$ cat src/rtl/matrix_glyph_scheduler_pkg.sv
// matrix_pkg: shared state encoding and matrix geometry for the glyph scheduler.
package matrix_pkg;
    typedef enum logic {IDLE, SCAN} state_t;
    localparam int ROW_W = 16;
    localparam int COL_W = 4;
    localparam logic [ROW_W-1:0] BLANK_ROW = 16'hFFFF;
endpackage

$ cat src/rtl/matrix_glyph_scheduler_glyph_queue.sv
// glyph_queue: append-only message register file with random read and synchronous clear.
module glyph_queue #(
    parameter int GLYPH_W = 4,
    parameter int QDEPTH  = 8
) (
    input  logic                      clk,
    input  logic                      rst_n,
    input  logic                      wr,
    input  logic                      clear,
    input  logic [GLYPH_W-1:0]        wdata,
    input  logic [$clog2(QDEPTH)-1:0] raddr,
    output logic [GLYPH_W-1:0]        rdata,
    output logic [$clog2(QDEPTH):0]   count
);
    logic [GLYPH_W-1:0] mem [QDEPTH];

    assign rdata = mem[raddr];

    always_ff @(posedge clk or negedge rst_n) begin
        if (!rst_n) count <= '0;
        else if (clear) count <= '0;
        else if (wr) count <= count + 1'b1;
    end

    always_ff @(posedge clk) begin
        if (wr && !clear) mem[count[$clog2(QDEPTH)-1:0]] <= wdata;
    end
endmodule

$ cat src/rtl/matrix_glyph_scheduler.sv
// matrix_glyph_scheduler: queues glyph indices and scans them onto a 16x16 LED matrix via a font ROM.
// MATRIX_SCROLL_EN selects horizontal scrolling instead of whole-glyph stepping.
module matrix_glyph_scheduler
    import matrix_pkg::*;
#(
    parameter int GLYPH_W      = 4,
    parameter int QDEPTH       = 8,
    parameter int DWELL_FRAMES = 16
) (
    input  logic               clk,
    input  logic               rst_n,
    input  logic               msg_valid,
    output logic               msg_ready,
    input  logic [GLYPH_W-1:0] msg_glyph,
    input  logic               clear,
    input  logic               start,
    input  logic               stop,
    input  logic               loop_en,
    output logic               busy,
    output logic               done,
    output logic [GLYPH_W-1:0] rom_glyph,
    output logic [COL_W-1:0]   rom_col,
    input  logic [ROW_W-1:0]   rom_row,
    output logic [COL_W-1:0]   keyc,
    output logic [ROW_W-1:0]   keyr
);
    localparam int PW = $clog2(QDEPTH);
    localparam int CW = PW + 1;
    localparam int FW = DWELL_FRAMES > 1 ? $clog2(DWELL_FRAMES) : 1;

    state_t             state, nxt;
    logic               done_nxt, wr, last, dwell_end, step, scan, live;
    logic               v1, blank_src, rom_blank;
    logic [CW-1:0]      count;
    logic [PW-1:0]      ptr, raddr;
    logic [FW-1:0]      frame;
    logic [COL_W-1:0]   col, gcol, dcol;
    logic [GLYPH_W-1:0] qdata;

    glyph_queue #(.GLYPH_W(GLYPH_W), .QDEPTH(QDEPTH)) u_queue (
        .clk(clk),
        .rst_n(rst_n),
        .wr(wr),
        .clear(clear && !scan),
        .wdata(msg_glyph),
        .raddr(raddr),
        .rdata(qdata),
        .count(count)
    );

    assign scan      = state == SCAN;
    assign busy      = scan;
    assign msg_ready = !scan && count < CW'(QDEPTH);
    assign wr        = msg_valid && msg_ready && !clear;
    assign last      = CW'(ptr) == count - CW'(1);
    assign dwell_end = col == '1 && frame == FW'(DWELL_FRAMES - 1);
    // Pins are blanked on the same edge the scan ends, so keyr is never lit while IDLE.
    assign live      = v1 && nxt == SCAN;

`ifdef MATRIX_SCROLL_EN
    logic [COL_W-1:0] offset;
    logic [COL_W:0]   gsum;
    assign gsum      = {1'b0, offset} + {1'b0, col};
    assign gcol      = gsum[COL_W-1:0];
    assign step      = dwell_end && offset == '1;
    assign raddr     = !gsum[COL_W] ? ptr : last ? '0 : ptr + 1'b1;
    assign blank_src = gsum[COL_W] && last && !loop_en;
    always_ff @(posedge clk or negedge rst_n) begin
        if (!rst_n) offset <= '0;
        else offset <= !scan ? '0 : dwell_end ? offset + 1'b1 : offset;
    end
`else
    assign gcol      = col;
    assign step      = dwell_end;
    assign raddr     = ptr;
    assign blank_src = 1'b0;
`endif

    always_comb begin
        nxt      = state;
        done_nxt = 1'b0;
        if (!scan) nxt = start && !stop && (wr || (count != '0 && !clear)) ? SCAN : IDLE;
        else if (stop) nxt = IDLE;
        else if (step && last && !loop_en) begin
            nxt      = IDLE;
            done_nxt = 1'b1;
        end
    end

    always_ff @(posedge clk or negedge rst_n) begin
        if (!rst_n) begin
            state     <= IDLE;
            done      <= 1'b0;
            ptr       <= '0;
            col       <= '0;
            frame     <= '0;
            v1        <= 1'b0;
            rom_blank <= 1'b0;
            rom_glyph <= '0;
            rom_col   <= '0;
            dcol      <= '0;
            keyc      <= '0;
            keyr      <= BLANK_ROW;
        end else begin
            state     <= nxt;
            done      <= done_nxt;
            col       <= scan ? col + 1'b1 : '0;
            frame     <= !scan ? '0 : col != '1 ? frame : dwell_end ? '0 : frame + 1'b1;
            ptr       <= !scan ? '0 : !step ? ptr : last ? '0 : ptr + 1'b1;
            v1        <= scan;
            rom_blank <= scan && blank_src;
            rom_glyph <= scan ? qdata : '0;
            rom_col   <= scan ? gcol : '0;
            dcol      <= scan ? col : '0;
            keyc      <= live ? dcol : '0;
            keyr      <= live && !rom_blank ? rom_row : BLANK_ROW;
        end
    end
endmodule
$ cat config.mk
export PLATFORM = sky130hd
export DESIGN_NAME = matrix_glyph_scheduler
export DESIGN_NICKNAME = d
export VERILOG_FILES = /design/src/rtl/matrix_glyph_scheduler_pkg.sv /design/src/rtl/matrix_glyph_scheduler_glyph_queue.sv /design/src/rtl/matrix_glyph_scheduler.sv
export SDC_FILE = /design/constraint.sdc
export NUM_CORES = 1
export LEC_CHECK = 0
export ABC_AREA = 1
export BUFFER_PORTS_ARGS = -buffer_cell sky130_fd_sc_hd__clkbuf_2
export CAP_MARGIN = 15
export CORE_MARGIN = 5
export CORE_UTILIZATION = 59
export CTS_BUF_LIST = sky130_fd_sc_hd__clkbuf_4 sky130_fd_sc_hd__clkbuf_8 sky130_fd_sc_hd__clkbuf_16
export DETAILED_ROUTE_END_ITERATION = 8
export PLACE_DENSITY_LB_ADDON = 0.25
export SLEW_MARGIN = 20
export SYNTH_ARGS = -nofsm -noshare
export SYNTH_HDL_FRONTEND = slang
export SYNTH_SLANG_ARGS = --single-unit
$ cat constraint.sdc
create_clock -name clk -period 3.4 [get_ports clk]
set_clock_uncertainty 0.15 [all_clocks]
set_input_delay 0.51 -clock clk [delete_from_list [all_inputs] [get_ports clk]]
set_output_delay 0.51 -clock clk [all_outputs]
set_load 0.1 [all_outputs]
Yosys cells after proc, flatten, opt, wreduce, memory -nomap -nowiden
Memories as Yosys holds them, arrays and structs flattened.
Cells that the tools add are included.

storage, ports and cells
  flip-flop bits (word level) = 46
  bits in writable memories = 32
  input bits = 27
  output and inout bits = 31
  logic and storage cells = 66
  memories = 1

memory list
  memory       words  bits a word  read ports  clocked after memory_dff  wr ports  RTL line                                  text
  u_queue.mem  8      4            1           0                         1         matrix_glyph_scheduler_glyph_queue.sv:15  logic [GLYPH_W-1:0] mem [QDEPTH];

cells by class
  $add $sub $neg = 5
  magnitude comparators = 1
  eq/ne operators = 6
  multiplexer cells = 22
  reductions and logical operators = 20

operators by type and width
  operator               count
  $mux W4                9
  $mux W16               1
  $add A4 B1 Y4 const B  3
  $logic_and A1 B1 Y1    12
  $mux W1                9
  $mux W3                3
  $eq A4 B4 Y1 const B   2
  $logic_not A1 Y1       5
  $eq A3 B4 Y1           1
  $lt A4 B4 Y1 const B   1
  $ne A4 B4 Y1 const B   1
  $reduce_bool A4 Y1     1
  $sub A4 B1 Y4 const B  1
  $add A3 B1 Y3 const B  1
  $ne A2 B1 Y1 const B   1
  $ne A2 B2 Y1 const B   1
  $reduce_bool A2 Y1     1
  $logic_or A1 B1 Y1     1

Logic depth before layout (Yosys ltp)
  word-level depth = 10
  gate-level depth with buffers = 12
  gate-level depth less buffers = 12

Cells and area by module
Synthesis repeated with hierarchy kept, for this count alone.

second synthesis, totals
  cells, all modules = 356
  area total of the unflattened synthesis = 3474.6 µm²

by module, submodules not included
  module                  instances  cells an instance  area an instance (µm²)  seq. area each (µm²)
  matrix_glyph_scheduler  1          179                1823.0                  1071.0
  glyph_queue             1          177                1651.6                  1061.0

Least setup slack after synthesis
Ideal clock, no wire load.

  path kind = reg2reg
  from = register state (netlist: busy)
  to = memory u_queue.mem[6][0], enable pin
  setup time = 0.361 ns
  data arrival time = 3.338 ns
  data required time = 2.889 ns
  slack = -0.449 ns
  stages on the path, launching flop included = 7
  path buffers = 1
  period minus slack after synthesis = 3.849 ns
  cells stage by stage = dfrtp_1 -> buf_6 -> nor2_1 -> nand2_1 -> nor2_1 -> nand2_1 -> nor3_1

on the way
  longest elaborated chain between the ends = 7
  elaborated cells between the ends (all ways) = 9
  classes of those cells = 2 x mux; 7 x reduce/logical

RTL lines
  item                               RTL line                                  text
  from (decl)                        matrix_glyph_scheduler.sv:31              state_t state, nxt;
  from (signal assigned)             matrix_glyph_scheduler.sv:105             state <= nxt;
  $logic_not A1 Y1                   --
  $logic_and A1 B1 Y1                matrix_glyph_scheduler.sv:53              assign msg_ready = !scan && count < CW'(QDEPTH);
  via msg_ready                      matrix_glyph_scheduler.sv:13              output logic msg_ready,
  $logic_and A1 B1 Y1 (2 in series)  matrix_glyph_scheduler.sv:54              assign wr = msg_valid && msg_ready && !clear;
  $logic_and A1 B1 Y1                matrix_glyph_scheduler_glyph_queue.sv:26  if (wr && !clear) mem[count[$clog2(QDEPTH)-1:0]] <= wdata;
  $mux W1                            matrix_glyph_scheduler_glyph_queue.sv:26
  $mux W1 (not written as such)      matrix_glyph_scheduler_glyph_queue.sv:26
  to (decl)                          matrix_glyph_scheduler_glyph_queue.sv:15

The timed path passes the listed nets, and every way through them passes these cells.

Final worst setup path
  from = register state (netlist: busy)
  to = memory u_queue.mem[1][1], enable pin

on the way
  longest elaborated chain between the ends = 7
  elaborated cells between the ends (all ways) = 9
  classes of those cells = 2 x mux; 7 x reduce/logical

RTL lines
  item                               RTL line
  $logic_not A1 Y1 (*)               --
  $logic_and A1 B1 Y1                matrix_glyph_scheduler.sv:53
  $logic_and A1 B1 Y1 (2 in series)  matrix_glyph_scheduler.sv:54
  $logic_and A1 B1 Y1 (*)            matrix_glyph_scheduler_glyph_queue.sv:26
  $mux W1 (*)                        matrix_glyph_scheduler_glyph_queue.sv:26
  $mux W1 (not written as such) (*)  matrix_glyph_scheduler_glyph_queue.sv:26

Mark *: on every way between the ends. The rest lies on a longest branch, timed or not.

==> summary by stage <==
Run status
The run finished with clean final reports.

Pwr
The maximum resistive drop on vdd is 367 uV. The total power consumption of the routed design is 2.08 mW. The static leakage is 1.62 nW.

Power spread over the standard cell area amounts to 558 nW/um^2.

Global routing
The number of antenna violations at the first check in global routing is 0. The first global-routing pass estimated 10.6 mm of wire. Summed over all layers, the global routing overflow is 0. The total routing usage reported by global routing is 0.195. The number of global-route vias before repair was 2198. The maximum number of pins on one net before global-route repair is 47.

Timing
Of the available clock period, the critical path in the final layout requires 0.712. The max-slew violation count was 0. At the pin with the least slew margin, the transition time is 0.733 ns. Setup slack closes at 0.978 ns.

The hold violation count in the final report is 0. Static timing analysis puts the maximum clock frequency at 413 MHz. The routed design could run at a clock period as short as 2.42 ns. Setup repair after global routing left no endpoint under its margin.

The count of final setup violators is 0. The worst pin sits at a relative slew slack of 0.511. The total negative slack for setup checks is 0 ns.

CTS
The TritonCTS sink count is 78. The clock latency of the later-clocked register in the worst-skew pair is 0.33 ns. The total CTS buffers is 9. The number of buffers added to fix hold violations after cts is 0. Buffers added to address setup during post-CTS repair amount to 0.

The clock slew seen by the registers of the worst setup and hold paths is 0.07 ns. The clock root buffer is sky130_fd_sc_hd__clkbuf_8. The number of gates resized after CTS was 0.

The TritonCTS clock tree is yes. The H-tree depth reported by CTS is 3. The worst-case clock buffer depth is 2.

Worst setup path
The top fanout value on the critical path is 21. The worst setup path is of the flop to flop kind. In this run the critical register-to-register path is captured at u_queue.mem[1][1]$_DFFE_PP_. The worst setup path is launched from a flop. Data arrives at the worst endpoint at 2.24 ns. STA classifies the critical path endpoint as a flop.

The worst reg2reg path depth is 5. The critical register-to-register path startpoint is busy$_DFF_PN0_. Across all register-to-register paths, the minimum setup slack is 0.98 ns. At the worst endpoint, the required time is 3.22 ns.

Floorplanning
The region available for standard cell placement spans 5170 um^2. From bottom edge to top edge, the die measures 83.3 um. The die covers 6940 um^2. In this run the core area contains 26 standard-cell rows.

The top-level port count is 58. From left edge to right edge, the die measures 83.3 um. The initial utilization of the core area, before any placement, comes to 0.613.

Synth
The sequential-to-total area share from yosys stat is 0.672. After synthesis the netlist holds a flip-flop and latch count of 78. The Yosys step of the flow raised 0 warnings. When the netlist entered floorplanning its net count stood at 319. In this run, distinct cell masters in the synthesized netlist total 26. The most frequent cell after synthesis is sky130_fd_sc_hd__nor2_1. The share of flip-flops with an asynchronous set or reset after synthesis is 0.590.

Yosys attributes the largest share of cell area to sky130_fd_sc_hd__edfxtp_1 (30%), sky130_fd_sc_hd__dfrtp_1 (24%), sky130_fd_sc_hd__dfstp_2 (13%). After synthesis, the most frequently instantiated cells are sky130_fd_sc_hd__nor2_1 (54), sky130_fd_sc_hd__nand2_1 (33), sky130_fd_sc_hd__edfxtp_1 (32). The per-instance average area after synthesis is 11.1 um^2. The cell type with the highest aggregate area in the netlist is sky130_fd_sc_hd__edfxtp_1.

Among all flip-flop cells after synthesis, the most frequent one is sky130_fd_sc_hd__edfxtp_1. The cell count after synthesis came out at 287. Yosys mapped a number of flops with a built-in enable equal to 32.

The portion of synthesized cell area occupied by the leading cell type is 0.303. Summing every instance area after synthesis gives 3170 um^2.

Drt
The final layout contains routed wiring with a total length of 6.39 mm. The final routed DRC violation total is 0. The detail-routed via count per cell is 5.27. The detailed-router iteration count before antenna repair is 5. Summing over every cut layer, the via total after detailed routing is 2219. The remaining number of nets flagged by the antenna check after routing is 0. Dividing the detail-routed wire length by the instance count gives 15.2 um. After the first detailed-routing iteration, the DRC count stood at 176.

Layout
In the final layout, the share of cells above drive strength 1 is 0.274. From synthesis to final layout, the design area changed by 17.5%. The post-layout utilization of the core is 0.721. The antenna diode count is 0. At the end of the flow, the number of nets in the layout was 378.

The number of fill cells in the layout is 360.

Placed design
The global placer's final weighted congestion is 0.903. The count of input and output buffers is 57. Before CTS, the worst setup slack after placement is 1.05 ns. The sum of net half-perimeters after detailed placement is 4.36 mm.

Run
Max-cap violations in this run came to 0.

Hold path
The class of the most critical hold timing path is input pin to asynchronous set/reset pin.
-- through the flow --
stage	instance area [um^2]	instances	hold WS, ns
floorplan	3180	287	0.0644
global placement	3490	405	0.323
detailed placement	3490	405	0.326
CTS	3730	421	0.202
global route	3730	421	0.0402
finish	3730	421	0.00685
-- layout make-up --
type                    count  area, um^2  area share
flip-flops and latches     78        2130       0.572
multi-input cells         175         886       0.238
repair buffers             57         288      0.0772
clock buffers              11         139      0.0372
inverters                  25        98.8      0.0265
clock inverters             5        97.6      0.0262
well taps                  70        87.6      0.0235
-- sequential cells by signal, summed over array words and instances, names as in the netlist --
| name | count |
|---|---|
| u_queue.count | 4 |
| busy | 1 |
| rom_glyph | 4 |
| done | 1 |
| frame | 4 |
| ptr | 3 |
| keyr | 16 |
| keyc | 4 |
| v1 | 1 |
| dcol | 4 |
| col | 4 |
| u_queue.mem | 32 |
-- cells in the final DEF, fill, tap and decap left out, types with 9 or more instances in the layout --
master,Yosys,final
sky130_fd_sc_hd__edfxtp_1,32,32
sky130_fd_sc_hd__o21ai_0,30,30
sky130_fd_sc_hd__dfrtp_1,30,30
sky130_fd_sc_hd__nor2_1,54,53
sky130_fd_sc_hd__nand2_1,33,33
sky130_fd_sc_hd__nand3_1,10,10
sky130_fd_sc_hd__nand3b_1,16,16
sky130_fd_sc_hd__clkbuf_8,0,9
sky130_fd_sc_hd__dfstp_2,16,16
sky130_fd_sc_hd__clkbuf_2,0,56
sky130_fd_sc_hd__inv_1,23,23
-- cells by family after synthesis --
logic type | count (synthesis) | synth area share
simple gates | 126 | 0.185
compound gates | 44 | 0.0733
buf+inv | 34 | 0.0497
flops | 78 | 0.672
fa+ha+maj | 5 | 0.0197
-- worst max-delay path, stage by stage (launching register included) --
cell                      delay, ns
sky130_fd_sc_hd__dfrtp_1       0.62
sky130_fd_sc_hd__nor2_2        0.20
sky130_fd_sc_hd__nand2_1       0.10
sky130_fd_sc_hd__nor2_1        0.34
sky130_fd_sc_hd__nand2_1       0.17
sky130_fd_sc_hd__nor3_1        0.49
-- how the worst max path moves through the flow --
stage | depth (start not counted) | end | slack [ns] | from
after floorplan | 6 | u_queue.mem[6][0]$_DFFE_PP_ | 0.09 | busy$_DFF_PN0_
after global placement | 5 | u_queue.mem[6][0]$_DFFE_PP_ | 1.18 | busy$_DFF_PN0_
after detailed placement | 5 | u_queue.mem[6][1]$_DFFE_PP_ | 1.05 | busy$_DFF_PN0_
after CTS | 5 | u_queue.mem[1][1]$_DFFE_PP_ | 1.05 | busy$_DFF_PN0_
after global routing | 5 | u_queue.mem[1][2]$_DFFE_PP_ | 0.72 | busy$_DFF_PN0_
final | 5 | u_queue.mem[1][1]$_DFFE_PP_ | 0.98 | busy$_DFF_PN0_
-- layer usage --
metal,part of all wire,wire length [um],track usage
met1,0.41,2590,0.248
met2,0.51,3240,0.316
met3,0.076,484,0.0564
met4,0.012,74,0.0773
met5,0,0,0
-- power by group --
part           internal [mW]  switching [mW]
registers               1.01          0.0359
clock network          0.500           0.308
logic                 0.0570           0.172
total                   1.56           0.516
Note: power is estimated with default switching activity, not from simulation.
